## src/rtl/parser_rule_loader.sv

```systemverilog
`default_nettype none
// ============================================================================
// Module      : parser_rule_loader
// Description : Configuration initiator for the Parser_Top rule port. Takes
//               (addr, wdata, mask, verify) commands over valid/ready, issues
//               one rule write per command, optionally reads the location
//               back and compares it under a mask, then reports a completion
//               code and updates saturating write/error counters.
// Ports       : i_clk, i_rst (async, active-high)
//               i_cmd_*  / o_cmd_ready     : command handshake from host
//               o_rule_* / i_rule_rdata*   : rule port towards the parser
//               o_done_valid, o_done_code  : per-command status pulse
//               o_busy                     : FSM outside IDLE
//               i_cnt_clr, o_wr_cnt, o_err_cnt : status counters
// Revision    : 1.0 - initial release
// ============================================================================
module parser_rule_loader #(
    parameter int ADDR_WIDTH = 32,
    parameter int DATA_WIDTH = 32,
    parameter int RD_TIMEOUT = 16,
    parameter int CNT_WIDTH  = 16
) (
    input  logic                  i_clk,
    input  logic                  i_rst,
    input  logic                  i_cmd_valid,
    output logic                  o_cmd_ready,
    input  logic [ADDR_WIDTH-1:0] i_cmd_addr,
    input  logic [DATA_WIDTH-1:0] i_cmd_wdata,
    input  logic [DATA_WIDTH-1:0] i_cmd_mask,
    input  logic                  i_cmd_verify,
    output logic                  o_rule_wren,
    output logic                  o_rule_rden,
    output logic [ADDR_WIDTH-1:0] o_rule_addr,
    output logic [DATA_WIDTH-1:0] o_rule_wdata,
    input  logic                  i_rule_rdata_valid,
    input  logic [DATA_WIDTH-1:0] i_rule_rdata,
    output logic                  o_done_valid,
    output logic [1:0]            o_done_code,
    output logic                  o_busy,
    input  logic                  i_cnt_clr,
    output logic [CNT_WIDTH-1:0]  o_wr_cnt,
    output logic [CNT_WIDTH-1:0]  o_err_cnt
);

    localparam int              TMR_W       = $clog2(RD_TIMEOUT);
    localparam logic [TMR_W-1:0] c_tmr_last = TMR_W'(RD_TIMEOUT - 1);
    localparam logic [1:0]      c_code_ok   = 2'd0;
    localparam logic [1:0]      c_code_mism = 2'd1;
    localparam logic [1:0]      c_code_tout = 2'd2;

    typedef enum logic [2:0] {
        S_IDLE   = 3'd0,
        S_WRITE  = 3'd1,
        S_READ   = 3'd2,
        S_WAIT   = 3'd3,
        S_REPORT = 3'd4
    } state_t;

    state_t                r_state;
    state_t                w_state_nxt;
    logic [ADDR_WIDTH-1:0] r_addr;
    logic [DATA_WIDTH-1:0] r_wdata;
    logic [DATA_WIDTH-1:0] r_mask;
    logic                  r_verify;
    logic [TMR_W-1:0]      r_tmr;
    logic [1:0]            r_code;
    logic [CNT_WIDTH-1:0]  r_wr_cnt;
    logic [CNT_WIDTH-1:0]  r_err_cnt;
    logic                  w_accept;
    logic                  w_code_ld;
    logic [1:0]            w_code_nxt;
    logic                  w_mismatch;

    // Only bits selected by the mask take part in the readback compare.
    assign w_mismatch = |((i_rule_rdata ^ r_wdata) & r_mask);

    // ------------------------------------------------------------------
    // State register
    // ------------------------------------------------------------------
    always_ff @(posedge i_clk or posedge i_rst) begin
        if (i_rst) begin
            r_state <= S_IDLE;
        end else begin
            r_state <= w_state_nxt;
        end
    end

    // ------------------------------------------------------------------
    // Next-state and Moore outputs
    // ------------------------------------------------------------------
    always_comb begin
        w_state_nxt  = r_state;
        w_accept     = 1'b0;
        w_code_ld    = 1'b0;
        w_code_nxt   = c_code_ok;
        o_rule_wren  = 1'b0;
        o_rule_rden  = 1'b0;
        o_done_valid = 1'b0;
        o_done_code  = 2'd0;
        o_busy       = 1'b1;
        o_rule_addr  = r_addr;
        o_rule_wdata = r_wdata;
        case (r_state)
            S_IDLE: begin
                o_busy       = 1'b0;
                o_rule_addr  = '0;
                o_rule_wdata = '0;
                if (i_cmd_valid) begin
                    w_accept    = 1'b1;
                    w_state_nxt = S_WRITE;
                end
            end
            S_WRITE: begin
                o_rule_wren = 1'b1;
                if (r_verify) begin
                    w_state_nxt = S_READ;
                end else begin
                    w_state_nxt = S_REPORT;
                    w_code_ld   = 1'b1;
                end
            end
            S_READ: begin
                o_rule_rden = 1'b1;
                w_state_nxt = S_WAIT;
            end
            S_WAIT: begin
                // Read data arriving on the final timer cycle beats the timeout.
                if (i_rule_rdata_valid) begin
                    w_state_nxt = S_REPORT;
                    w_code_ld   = 1'b1;
                    w_code_nxt  = w_mismatch ? c_code_mism : c_code_ok;
                end else if (r_tmr == c_tmr_last) begin
                    w_state_nxt = S_REPORT;
                    w_code_ld   = 1'b1;
                    w_code_nxt  = c_code_tout;
                end
            end
            S_REPORT: begin
                o_done_valid = 1'b1;
                o_done_code  = r_code;
                w_state_nxt  = S_IDLE;
            end
            default: begin
                w_state_nxt = S_IDLE;
            end
        endcase
    end

    // Ready depends on registered state only; held low while reset is applied.
    assign o_cmd_ready = (r_state == S_IDLE) && !i_rst;

    // ------------------------------------------------------------------
    // Command capture, read timer and completion code
    // ------------------------------------------------------------------
    always_ff @(posedge i_clk or posedge i_rst) begin
        if (i_rst) begin
            r_addr   <= '0;
            r_wdata  <= '0;
            r_mask   <= '0;
            r_verify <= 1'b0;
            r_tmr    <= '0;
            r_code   <= 2'd0;
        end else begin
            if (w_accept) begin
                r_addr   <= i_cmd_addr;
                r_wdata  <= i_cmd_wdata;
                r_mask   <= i_cmd_mask;
                r_verify <= i_cmd_verify;
            end
            if (r_state == S_READ) begin
                r_tmr <= '0;
            end else if (r_state == S_WAIT) begin
                r_tmr <= r_tmr + 1'b1;
            end
            if (w_code_ld) begin
                r_code <= w_code_nxt;
            end
        end
    end

    // ------------------------------------------------------------------
    // Saturating status counters; clear wins over a same-cycle increment.
    // ------------------------------------------------------------------
    always_ff @(posedge i_clk or posedge i_rst) begin
        if (i_rst) begin
            r_wr_cnt  <= '0;
            r_err_cnt <= '0;
        end else if (i_cnt_clr) begin
            r_wr_cnt  <= '0;
            r_err_cnt <= '0;
        end else if (r_state == S_REPORT) begin
            if (r_wr_cnt != '1) begin
                r_wr_cnt <= r_wr_cnt + 1'b1;
            end
            if ((r_code != c_code_ok) && (r_err_cnt != '1)) begin
                r_err_cnt <= r_err_cnt + 1'b1;
            end
        end
    end

    assign o_wr_cnt  = r_wr_cnt;
    assign o_err_cnt = r_err_cnt;

endmodule
`default_nettype wire
```

## config.mk

```make
export PLATFORM = sky130hd
export DESIGN_NAME = parser_rule_loader
export DESIGN_NICKNAME = d
export VERILOG_FILES = /design/src/rtl/parser_rule_loader.sv
export SDC_FILE = /design/constraint.sdc
export NUM_CORES = 1
export LEC_CHECK = 0
export CAP_MARGIN = 40
export CORE_MARGIN = 2
export CORE_UTILIZATION = 45
export CTS_CLUSTER_SIZE = 40
export DETAILED_ROUTE_END_ITERATION = 6
export PLACE_DENSITY_LB_ADDON = 0.15
export SYNTH_ARGS = -nofsm -noshare
export SYNTH_HDL_FRONTEND = slang
export SYNTH_SLANG_ARGS = --single-unit
```

## constraint.sdc

```tcl
create_clock -name i_clk -period 6.6 [get_ports i_clk]
set_clock_uncertainty 0.1 [all_clocks]
set_input_delay 1.32 -clock i_clk [delete_from_list [all_inputs] [get_ports i_clk]]
set_output_delay 1.32 -clock i_clk [all_outputs]
set_load 0.005 [all_outputs]
```

==> impl_metrics.yaml <==
die:
  fp-row-count: 44
  die_area_um2: 15700
  start_util: 0.458
  core-area_um2: 14400
  die-width_um: 125
  die_y_um: 125
  ios: 237
pwr:
  p_comb_frac: 0.431
  p_switching_w: 0.00123
  pwr-share-clk: 0.229
  p_int_w: 0.00290
  ir_worst_vdd_mv: 0.264
  powerDensity_nw_per_um2: 423
  share_seq_of_total_power: 0.340
  p_leak_nw: 4.00
  swShare: 0.297
  power_w: 0.00412
drt:
  dr.pass1.iters: 4
  drt_iter0_drc: 243
  post_drt_via_cell_ratio: 5.19
  ant_nets: 0
  drc_errors: 0
  vias: 5137
  detail_route.wirelength_mm: 17.0
  wl_per_cell_um: 17.1
global_route:
  track_usage: 0.221
  grt_pass1_wl_mm: 27.5
  overflow: 0
  antenna_found_initial: 0
  grt_pass1_vias: 5484
  grt_max_degree: 81
placement:
  place.gp.congestion: 0.840
  place_area_um2: 9160
  dp.cells: 959
  io_buffers: 236
  post-dp-hpwl_mm: 12.3
worst_setup_path:
  ff2ff_path_depth: 6
  reg2reg_slack_ns: 3.22
  endpoint_kind: "output pin"
  worstPathMaxFanout: 46
  start_kind: "flop"
  critical_path_class: "reg2out"
  required_ns: 5.18
  crit_arrival_ns: 2.55
  rr_endpoint: "r_mask[28]"
  reg2reg_from: "r_state[1]"
yosys:
  synth.cell_area_um2: 6600
  seq_area_frac_synth: 0.523
  ys_ff_latch: 138
  synth_edf_count: 0
  synth_ff_type: "dfrtp_1"
  netlist_instances: 556
  synth_compound_area_frac: 0.0438
  synthSimpleGateAreaFrac: 0.159
  synthXorXnorAreaFrac: 0.0782
  ys_types: 47
  avgSynthCellArea_um2: 11.9
  synthArstFlopShare: 1.00
  synthAdderAreaFrac: 0.00568
  ys_warn_count: 0
  syn_nets: 693
  muxShareOfSynthArea: 0.167
  synth_top_family_by_area: "multiplexers"
layout:
  drive_gt1_frac: 0.172
  fin_cells: 990
  final_cell_area_um2: 9740
  final_nets: 931
  layout_commonest_cell: "clkdlybuf4s50_1"
  final_cell_mix: "236 x clkdlybuf4s50_1, 138 x dfrtp_1, 97 x mux2_2"
  area.growth.synth_to_final_pct: 47.4
  fillers: 1091
  n_antenna_cell: 0
sta:
  fmax_mhz: 252
  whs_ns: 0.397
  min_period_ns: 3.97
  maxSlewViolCount: 0
  finalSetupViolations: 0
  hold_viol_final: 0
  finalCritPeriodShare: 0.602
  grt_setup_unrepaired: "false"
  tightestPinTransition_ns: 0.783
  timing.setup.tns_ns: 0
  relSlewSlack: 0.478
clocking:
  postCtsSetupBuffers: 0
  cts_root_buffer: "clkbuf_16"
  clk_path_buf_depth: 2
  numCtsBuffers: 17
  path_clk_slew_ns: 0.06
  clk_latency_ns: 0.42
  cts.repair.resized: 0
  cts_hold_buf: 0
  cts_max_level: 4
  cts_tree: "done"
  clkSinkCount: 138
flow_run:
  max_cap_viol_count: 0
worst_hold_path:
  min_from: "r_addr[20]"
  worst_hold_path.endpoint: "r_addr[20]"
  min_path_type: "reg2reg"
  hold_depth: 1
status:
  run_status: "finished clean"
==> Yosys cell counts, types with 2 or more instances <==
cell type,count,area (um2)
dfrtp_1,138,3450
mux2_2,97,1090
and2_1,67,419
xor2_1,48,420
nor2_1,44,165
a22oi_1,16,120
nand4_1,16,100
nand2_1,13,48.8
clkbuf_1,11,41.3
xnor2_1,11,96.3
inv_1,8,30.0
nand3_1,8,40.0
o21ai_0,8,40.0
buf_2,7,35.0
a21oi_1,6,30.0
nor3_1,5,25.0
nor3b_1,5,37.5
o2111ai_1,4,35.0
a31oi_1,3,18.8
and4_1,3,26.3
buf_4,3,22.5
ha_1,3,37.5
nor4_1,3,18.8
and3_1,2,12.5
and4bb_2,2,25.0
nand2b_1,2,12.5
o211ai_1,2,15.0
or3_1,2,12.5
==> registers in the layout (all words and copies together) (netlist names) <==
name	flops
r_wdata	32
o_err_cnt	16
o_wr_cnt	16
r_tmr	4
r_verify	1
r_state	3
r_mask	32
r_addr	32
r_code	2
==> cell type report <==
class / count / area, um2 / area share
tap: 184 / 230 / 0.0236
multi-input combinational: 386 / 3000 / 0.309
clock buffer: 22 / 454 / 0.0467
timing repair buffer: 242 / 2430 / 0.249
sequential: 138 / 3450 / 0.355
clock inverter: 9 / 123 / 0.0126
inverter: 9 / 43.8 / 0.00450
==> cell families after synthesis <==
| family | count (synthesis) |
|---|---|
| fa+ha+maj | 3 |
| xor+xnor | 59 |
| simple gates | 183 |
| compound gates | 43 |
| flops | 138 |
| mux | 98 |
| buf+inv | 32 |
==> power by group through the flow <==
stage                     Sequential [W]  Combinational (W)  Clock, W
after floorplan                  0.00134           0.000970         0
after global placement           0.00139            0.00174         0
after detailed placement         0.00141            0.00179         0
after CTS                        0.00140            0.00181  0.000962
after global routing             0.00145            0.00193   0.00101
final                            0.00140            0.00178  0.000945
==> critical path, stage by stage (launching register included) <==
cell and delay (ns):
dfrtp_1 0.44, or3_2 0.74, buf_12 0.27, and2_1 0.19, clkdlybuf4s50_1 0.47
==> through the flow <==
step                setup WS (ns)  utilization
floorplan                    1.48            -
global placement             2.70        0.633
detailed placement           2.73        0.635
CTS                          2.59        0.675
global route                 2.51        0.675
finish                       2.63        0.675
==> how the worst max path moves through the flow <==
| stage | start | end | slack (ns) | cells past startpoint |
|---|---|---|---|---|
| 3_3_place_gp | i_rst | o_cmd_ready | 2.70 | 3 |
| 6_report | r_state[1] | o_rule_wdata[31] | 2.63 | 4 |
| 5_1_grt | r_state[1] | o_rule_wdata[31] | 2.51 | 4 |
| 4_1_cts | r_state[1] | o_rule_wdata[31] | 2.59 | 4 |
| 2_1_floorplan | i_rst | o_err_cnt[0] | 1.48 | 1 |
| 3_5_place_dp | i_rst | o_cmd_ready | 2.73 | 3 |
==> per-layer routing <==
layer	routed length (um)	global-route usage
met4	225	0.0627
met3	1370	0.0852
met5	0	0
met1	6790	0.263
met2	8580	0.377
(Power assumes the default switching activity.)
